**src/rtl/uart_tx_sched.sv**
```systemverilog
// Buffers CPU-written bytes in a FIFO and launches them one at a time into the UART transmitter.
// Launch is one cycle after a byte is visible in the FIFO while the UART is idle; overflowing pushes are dropped.
module uart_tx_sched #(
    parameter int DEPTH        = 8,
    parameter int BUSY_TIMEOUT = 16
) (
    input  logic                     clk,
    input  logic                     reset,
    input  logic                     push,
    input  logic [7:0]               push_data,
    input  logic                     clr,
    input  logic                     tx_idle,
    output logic [7:0]               uart_tx_data,
    output logic                     uart_tx_enable,
    output logic [$clog2(DEPTH):0]   count,
    output logic                     full,
    output logic                     empty,
    output logic                     overflow,
    output logic                     irq
);
    localparam int AW = $clog2(DEPTH);
    localparam int TW = $clog2(BUSY_TIMEOUT + 1);

    typedef enum logic [1:0] {
        S_IDLE,
        S_LAUNCH,
        S_WAIT_BUSY,
        S_WAIT_IDLE
    } state_t;

    state_t          state_q, state_d;
    logic [7:0]      mem_q [DEPTH];
    logic [AW-1:0]   wr_ptr_q, wr_ptr_d;
    logic [AW-1:0]   rd_ptr_q, rd_ptr_d;
    logic [AW:0]     count_q, count_d;
    logic [TW-1:0]   timer_q, timer_d;
    logic [7:0]      data_q, data_d;
    logic            en_q, en_d;
    logic            ovf_q, ovf_d;
    logic            irq_q, irq_d;
    logic            pop;
    logic            push_ok;
    logic            irq_set;

    assign full           = (count_q == (AW+1)'(DEPTH));
    assign empty          = (count_q == '0);
    assign count          = count_q;
    assign uart_tx_data   = data_q;
    assign uart_tx_enable = en_q;
    assign overflow       = ovf_q;
    assign irq            = irq_q;

    // Launch/handshake sequencer
    always_comb begin
        state_d = state_q;
        timer_d = timer_q;
        data_d  = data_q;
        en_d    = 1'b0;
        pop     = 1'b0;
        case (state_q)
            S_IDLE: begin
                if (!empty && tx_idle) begin
                    pop     = 1'b1;
                    data_d  = mem_q[rd_ptr_q];
                    en_d    = 1'b1;
                    state_d = S_LAUNCH;
                end
            end
            S_LAUNCH: begin
                timer_d = TW'(BUSY_TIMEOUT);
                state_d = S_WAIT_BUSY;
            end
            S_WAIT_BUSY: begin
                if (!tx_idle) begin
                    state_d = S_WAIT_IDLE;
                end else begin
                    // A UART that never reports busy is treated as done after the timeout.
                    timer_d = timer_q - TW'(1);
                    if (timer_q <= TW'(1)) begin
                        state_d = S_IDLE;
                    end
                end
            end
            S_WAIT_IDLE: begin
                if (tx_idle) begin
                    state_d = S_IDLE;
                end
            end
            default: state_d = S_IDLE;
        endcase
    end

    // FIFO bookkeeping and sticky status
    always_comb begin
        push_ok  = push && !clr && (!full || pop);
        wr_ptr_d = wr_ptr_q + AW'(push_ok);
        rd_ptr_d = rd_ptr_q + AW'(pop);
        count_d  = count_q + (AW+1)'(push_ok) - (AW+1)'(pop);
        ovf_d    = ovf_q | (push && !clr && !push_ok);
        irq_set  = (state_q != S_IDLE) && (state_d == S_IDLE) && empty;
        irq_d    = irq_q | irq_set;
        if (push_ok) begin
            irq_d = 1'b0;
        end
        if (clr) begin
            wr_ptr_d = '0;
            rd_ptr_d = '0;
            count_d  = '0;
            ovf_d    = 1'b0;
            irq_d    = 1'b0;
        end
    end

    always_ff @(posedge clk or negedge reset) begin
        if (!reset) begin
            state_q  <= S_IDLE;
            wr_ptr_q <= '0;
            rd_ptr_q <= '0;
            count_q  <= '0;
            timer_q  <= '0;
            data_q   <= 8'h00;
            en_q     <= 1'b0;
            ovf_q    <= 1'b0;
            irq_q    <= 1'b0;
        end else begin
            state_q  <= state_d;
            wr_ptr_q <= wr_ptr_d;
            rd_ptr_q <= rd_ptr_d;
            count_q  <= count_d;
            timer_q  <= timer_d;
            data_q   <= data_d;
            en_q     <= en_d;
            ovf_q    <= ovf_d;
            irq_q    <= irq_d;
        end
    end

    always_ff @(posedge clk) begin
        if (push_ok) begin
            mem_q[wr_ptr_q] <= push_data;
        end
    end
endmodule

```
**config.mk**
```make
export PLATFORM = sky130hd
export DESIGN_NAME = uart_tx_sched
export DESIGN_NICKNAME = d
export VERILOG_FILES = /design/src/rtl/uart_tx_sched.sv
export SDC_FILE = /design/constraint.sdc
export NUM_CORES = 1
export LEC_CHECK = 0
export ABC_AREA = 1
export BUFFER_PORTS_ARGS = -buffer_cell sky130_fd_sc_hd__buf_2
export CORE_UTILIZATION = 52
export CTS_BUF_LIST = sky130_fd_sc_hd__clkbuf_4 sky130_fd_sc_hd__clkbuf_8 sky130_fd_sc_hd__clkbuf_16
export CTS_CLUSTER_DIAMETER = 120
export DETAILED_ROUTE_END_ITERATION = 8
export GPL_TIMING_DRIVEN = 1
export PLACE_DENSITY = 0.7
export SYNTH_ARGS = -nofsm -noshare
export SYNTH_HDL_FRONTEND = slang
export SYNTH_SLANG_ARGS = --single-unit
```
**constraint.sdc**
```tcl
create_clock -name clk -period 4.45 [get_ports clk]
set_input_delay 0.89 -clock clk [delete_from_list [all_inputs] [get_ports clk]]
set_output_delay 0.89 -clock clk [all_outputs]
set_load 0.02 [all_outputs]
```
### Word-level counts from Yosys, hierarchy flattened

Memory sizes are Yosys's and may differ from the RTL's. A register that Yosys moved wholly into a read port is not among the register bits.
Index checks and enable logic that the tools add are counted.

* add/sub/neg operators: 5
* multiply operators: 0
* div/mod/pow operators: 0
* $lt $le $gt $ge: 1
* equal/unequal tests: 5
* shift-type cells: 0
* mux-type cells: 17
* bitwise logic cells: 2
* reduce and logical (&&, ||, !) cells: 19

Operators by type and width (number)
* 5-bit case mux with 2 select lines: 1
* 2-bit two-way mux: 4
* 2-bit case mux with 4 select lines: 1
* 1-bit two-way mux: 7
* 3-bit by 1-bit adder with 3-bit output: 2
* 1-bit logical AND: 6
* 3-bit two-way mux: 2
* 5-bit by 1-bit <= comparator with 1-bit output (second input constant): 1
* 1-bit logical NOT: 5
* 5-bit two-way mux: 1
* 5-bit by 1-bit subtractor with 5-bit output (second input constant): 1
* 4-bit by 1-bit adder with 4-bit output: 1
* 2-bit == test (second input constant): 2
* 4-bit == test (second input constant): 1
* 2-bit logical NOT: 2
* 4-bit logical NOT: 1
* 4-bit two-way mux: 1
* 2-bit AND reduction: 2
* 2-bit nonzero test: 2
* 4-bit by 1-bit subtractor with 4-bit output: 1
* 2-bit by 1-bit == test with 1-bit output (second input constant): 1
* 2-bit inequality test (second input constant): 1
* 1-bit bitwise OR: 2
* 1-bit logical OR: 1

* register bits after elaboration: 20
* latch bits: 0
* bits in writable memories: 64
* ROM bits: 0
* bits of input ports: 13
* memories: 1

Memories
* mem_q: depth 8, width 8, rd ports 1, clocked after memory_dff 1, wr ports 1, line 32 `logic [7:0] mem_q [DEPTH];`

### Logic depth before layout (Yosys ltp)

* depth after elaboration: 11
* mapped depth: 15

### Worst setup path before layout

No wires, ideal clock.

* path kind: in2reg
* from: input port clr
* to: register count_q[2], in the netlist count[2]
* library setup time: 0.121 ns
* arrival time: 2.270 ns
* data required time: 4.329 ns
* path slack: 2.059 ns
* stages on the path: 9
* path buffers: 1
* cells stage by stage: buf_2 nor2_1 inv_1 nand2_1 nand2_1 ha_1 fa_1 xnor2_1 nor2_1

* word-level cells in the longest chain between the ends: 6

RTL lines
* start, declared: line 11 `input logic clr,`
* 1-bit logical NOT: line 95 `push_ok = push && !clr && (!full || pop);`
* 1-bit logical AND (2 in a row): line 95
* 4-bit by 1-bit adder with 4-bit output: line 98 `count_d = count_q + (AW+1)'(push_ok) - (AW+1)'(pop);`
* 4-bit by 1-bit subtractor with 4-bit output: line 98
* 4-bit two-way mux *: line 105 `if (clr) begin`
* via count_d[2]: line 35 `logic [AW:0] count_q, count_d;`
* end signal, assigned: line 129 `count_q <= count_d;`
* end, declared: line 35

Mark *: on every way through the listed nets, which the timed path passes. The rest lies on a longest branch.
A chain may end at the register's enable or synchronous reset.

### Worst setup path in the final report

* from: register count_q[2], in the netlist count[2]
* to: output port full

* word-level cells in the longest chain between the ends: 1

RTL lines
* 4-bit == test: line 45 `assign full = (count_q == (AW+1)'(DEPTH));`
* end, declared: line 16 `output logic full,`

Every way passes these cells.

==> results.md <==
* Hold Slack at 0.4835 ns
* # nets final at 423
* CTS tree: yes
* Register area share after synthesis at 64.99%
* Largest net degree at the start of global routing at 33
* Number of cell rows at 31
* Final instance area at 0.004385 mm²
* PD cells at 495.8 mW/mm²
* Clock Latency Late Sink at 0.35 ns
* Number of gates resized after cts at 0
* WL final at 7513 µm
* Setup TNS at 0 ns
* FF+latch count, synth at 92
* Clock sink count at 92
* Syn Nets at 395
* Post-synth top area share at 47.63%
* Dpl hpwl at 4874 µm
* Core region area at 0.007370 mm²
* Synthesized area at 0.004035 mm²
* Setup crit start kind: flip-flop
* Final hold vios at 0
* Worst Max-Slew Pin Slew at 0.9605 ns
* Ys Warns at 0
* Slowest stage delay, CP at 0.40 ns
* First-pass GRT wire length at 12530 µm
* Io pins at 30
* Leakage power at 1.854 nW
* Drt drc at 0
* Post-synth top cells: nand2_1, nor2_1, edfxtp_1, dfrtp_1, nand3_1
* Crit path buf inv count at 2
* Count leader, synth: nand2_1
* Area Overhead vs Synth at 8.682%
* Yosys cell types at 29
* Worst clock skew at 0.008525 ns
* Vias per inst at 5.096
* Ys flop type: edfxtp_1
* CTS root buf: clkbuf_8
* Clock buffer depth at 2
* Cell taking the most area after synthesis: edfxtp_1
* Crit. End Element: primary output
* Status: finished clean
* Post-synth ARST share at 30.43%
* Top cells by area, synth: edfxtp_1, dfrtp_1, nand2_1
* Post-CTS Setup Bufs at 0
* Via count at 2558
* CTS Buf Count at 9
* Family with the most delay on the worst path: flip-flops
* Hold-fix buffers, CTS at 0
* Post-Syn Instances at 370
* Fillers at 613
* Fraction of layout cells with a size suffix above 1 at 17.12%
* Gr ovfl total at 0
* Crit-path cells: inv_1 -> ha_1 -> nor3b_2 -> buf_2
* Starting Density at 54.75%
* Max-slew violation total from the final report at 0
* Crit share post-route at 53.70%
* Clk slew on worst S/H paths at 0.09 ns
* CP max stage cell: dfrtp_1
* Max Freq at 418.4 MHz
* Overall routing resource usage at 20.35%
* Hold WC Path Type: reg2reg
* VDD IR-drop max at 259.8 µV
* Critical Path RT at 3.56 ns
* Number of global-route vias before repair at 2619
* Drt wl/cell at 14.97 µm
* Shortest period the worst path allows at 2.390 ns
* Worst slew margin at 35.97%
* Post-synth EDFFs at 64
* Final setup fails at 0
* CP Class: reg2out
* Die W at 90.09 µm
* Gpl congestion at 0.7967
* Antenna diode instance count at 0
* RSZ-0062 raised after global routing: no
* Max cap viols at 0
* Drt initial violations at 210
* Die area at 0.008116 mm²
* Critical path data arrival time at 1.50 ns
* DRT antenna net count at 0
* Die Y at 90.09 µm
* Buffers on Ports at 29
* Crit-path max FO at 3
* H-tree depth at 3
* Placed Instance Area at 0.004210 mm²
* Initial antenna violation count at 0
* Syn Area/Cell at 10.91 µm²
* DRT Pass-1 Iters at 5
==> metrics by stage <==
step | util, % | power, mW | setup slack [ns] | instances
final | 59.51 | 2.174 | 2.060 | 502
after global routing | 59.51 | 2.309 | 1.961 | 502
after CTS | 59.51 | 2.192 | 2.043 | 502
after detailed placement | 57.13 | 1.697 | 1.857 | 486
after global placement | 57.13 | 1.682 | 1.929 | 486
after floorplan | - | 1.544 | 2.059 | 370
==> power breakdown <==
| group | internal [mW] | switching, mW |
|---|---|---|
| Clock | 0.207 | 0.293 |
| Combinational | 0.202 | 0.390 |
| Sequential | 1.01 | 0.0688 |
| Total | 1.42 | 0.751 |
==> layout by cell type (no fill, tap or decap), types with 2 or more instances in the layout <==
master	instances
inv_1	26
nor3_1	2
nand2_1	69
inv_6	2
clkinv_4	2
ha_1	11
o21ai_1	22
nor2_1	67
nand3_1	27
o21ai_0	6
nand2_4	6
inv_2	4
buf_2	29
clkbuf_8	9
dfrtp_1	28
xnor2_1	2
clkinv_2	2
a21oi_1	4
edfxtp_1	64
nor2_2	8
==> worst min-delay path: stages (launching register included) <==
cell	delay (ns)
dfrtp_1	0.35
o21ai_1	0.06
nand2_1	0.05
==> state kept, by name, indices dropped and copies added, names as in the netlist <==
register,flops
uart_tx_enable,1
uart_tx_data,8
mem_q,64
count,4
rd_ptr_q,3
wr_ptr_q,3
overflow,1
irq,1
timer_q,5
state_q,2
==> final timing paths <==
check	startpoint	endpoint	slack, ns	cells after the start
setup / recovery	count[2]$_DFF_PN0_	full	2.06	4
hold / removal	timer_q[4]$_DFFE_PN0P_	timer_q[4]$_DFFE_PN0P_	0.48	2
setup reg to reg	count[2]$_DFF_PN0_	count[2]$_DFF_PN0_	2.24	11
hold reg to reg	timer_q[4]$_DFFE_PN0P_	timer_q[4]$_DFFE_PN0P_	0.48	2
max in group asynchronous	reset	wr_ptr_q[2]$_DFF_PN0_	3.51	1
min in group asynchronous	reset	timer_q[4]$_DFFE_PN0P_	0.54	1
==> layer usage <==
layer / share of wire [%] / track usage (%) / routed length (µm)
met3: 5.7 / 4.738 / 427
met5: 0 / 0 / 0
met2: 47 / 31.74 / 3552
met1: 45 / 27.51 / 3384
met4: 2.0 / 8.602 / 148
==> layout make-up <==
cell class	count	area (µm²)	share of cell area [%]
flip-flops and latches	92	2623	59.80
multi-input cells	233	1184	26.99
repair buffers	30	152.6	3.481
inverters	32	127.6	2.910
clock buffers	9	123.9	2.825
well taps	99	123.9	2.825
clock inverters	7	51.30	1.170
==> logic make-up after synthesis <==
logic type | after synthesis | share of synthesized area, %
AO/OA/AOI/OAI | 36 | 4.745
XOR/XNOR | 2 | 0.4342
adder cells (fa/ha/maj) | 12 | 3.907
buffers and inverters | 45 | 5.674
flip-flops | 92 | 64.99
AND/OR/NAND/NOR | 183 | 20.25
No activity file was read; power rests on OpenSTA's default activity.
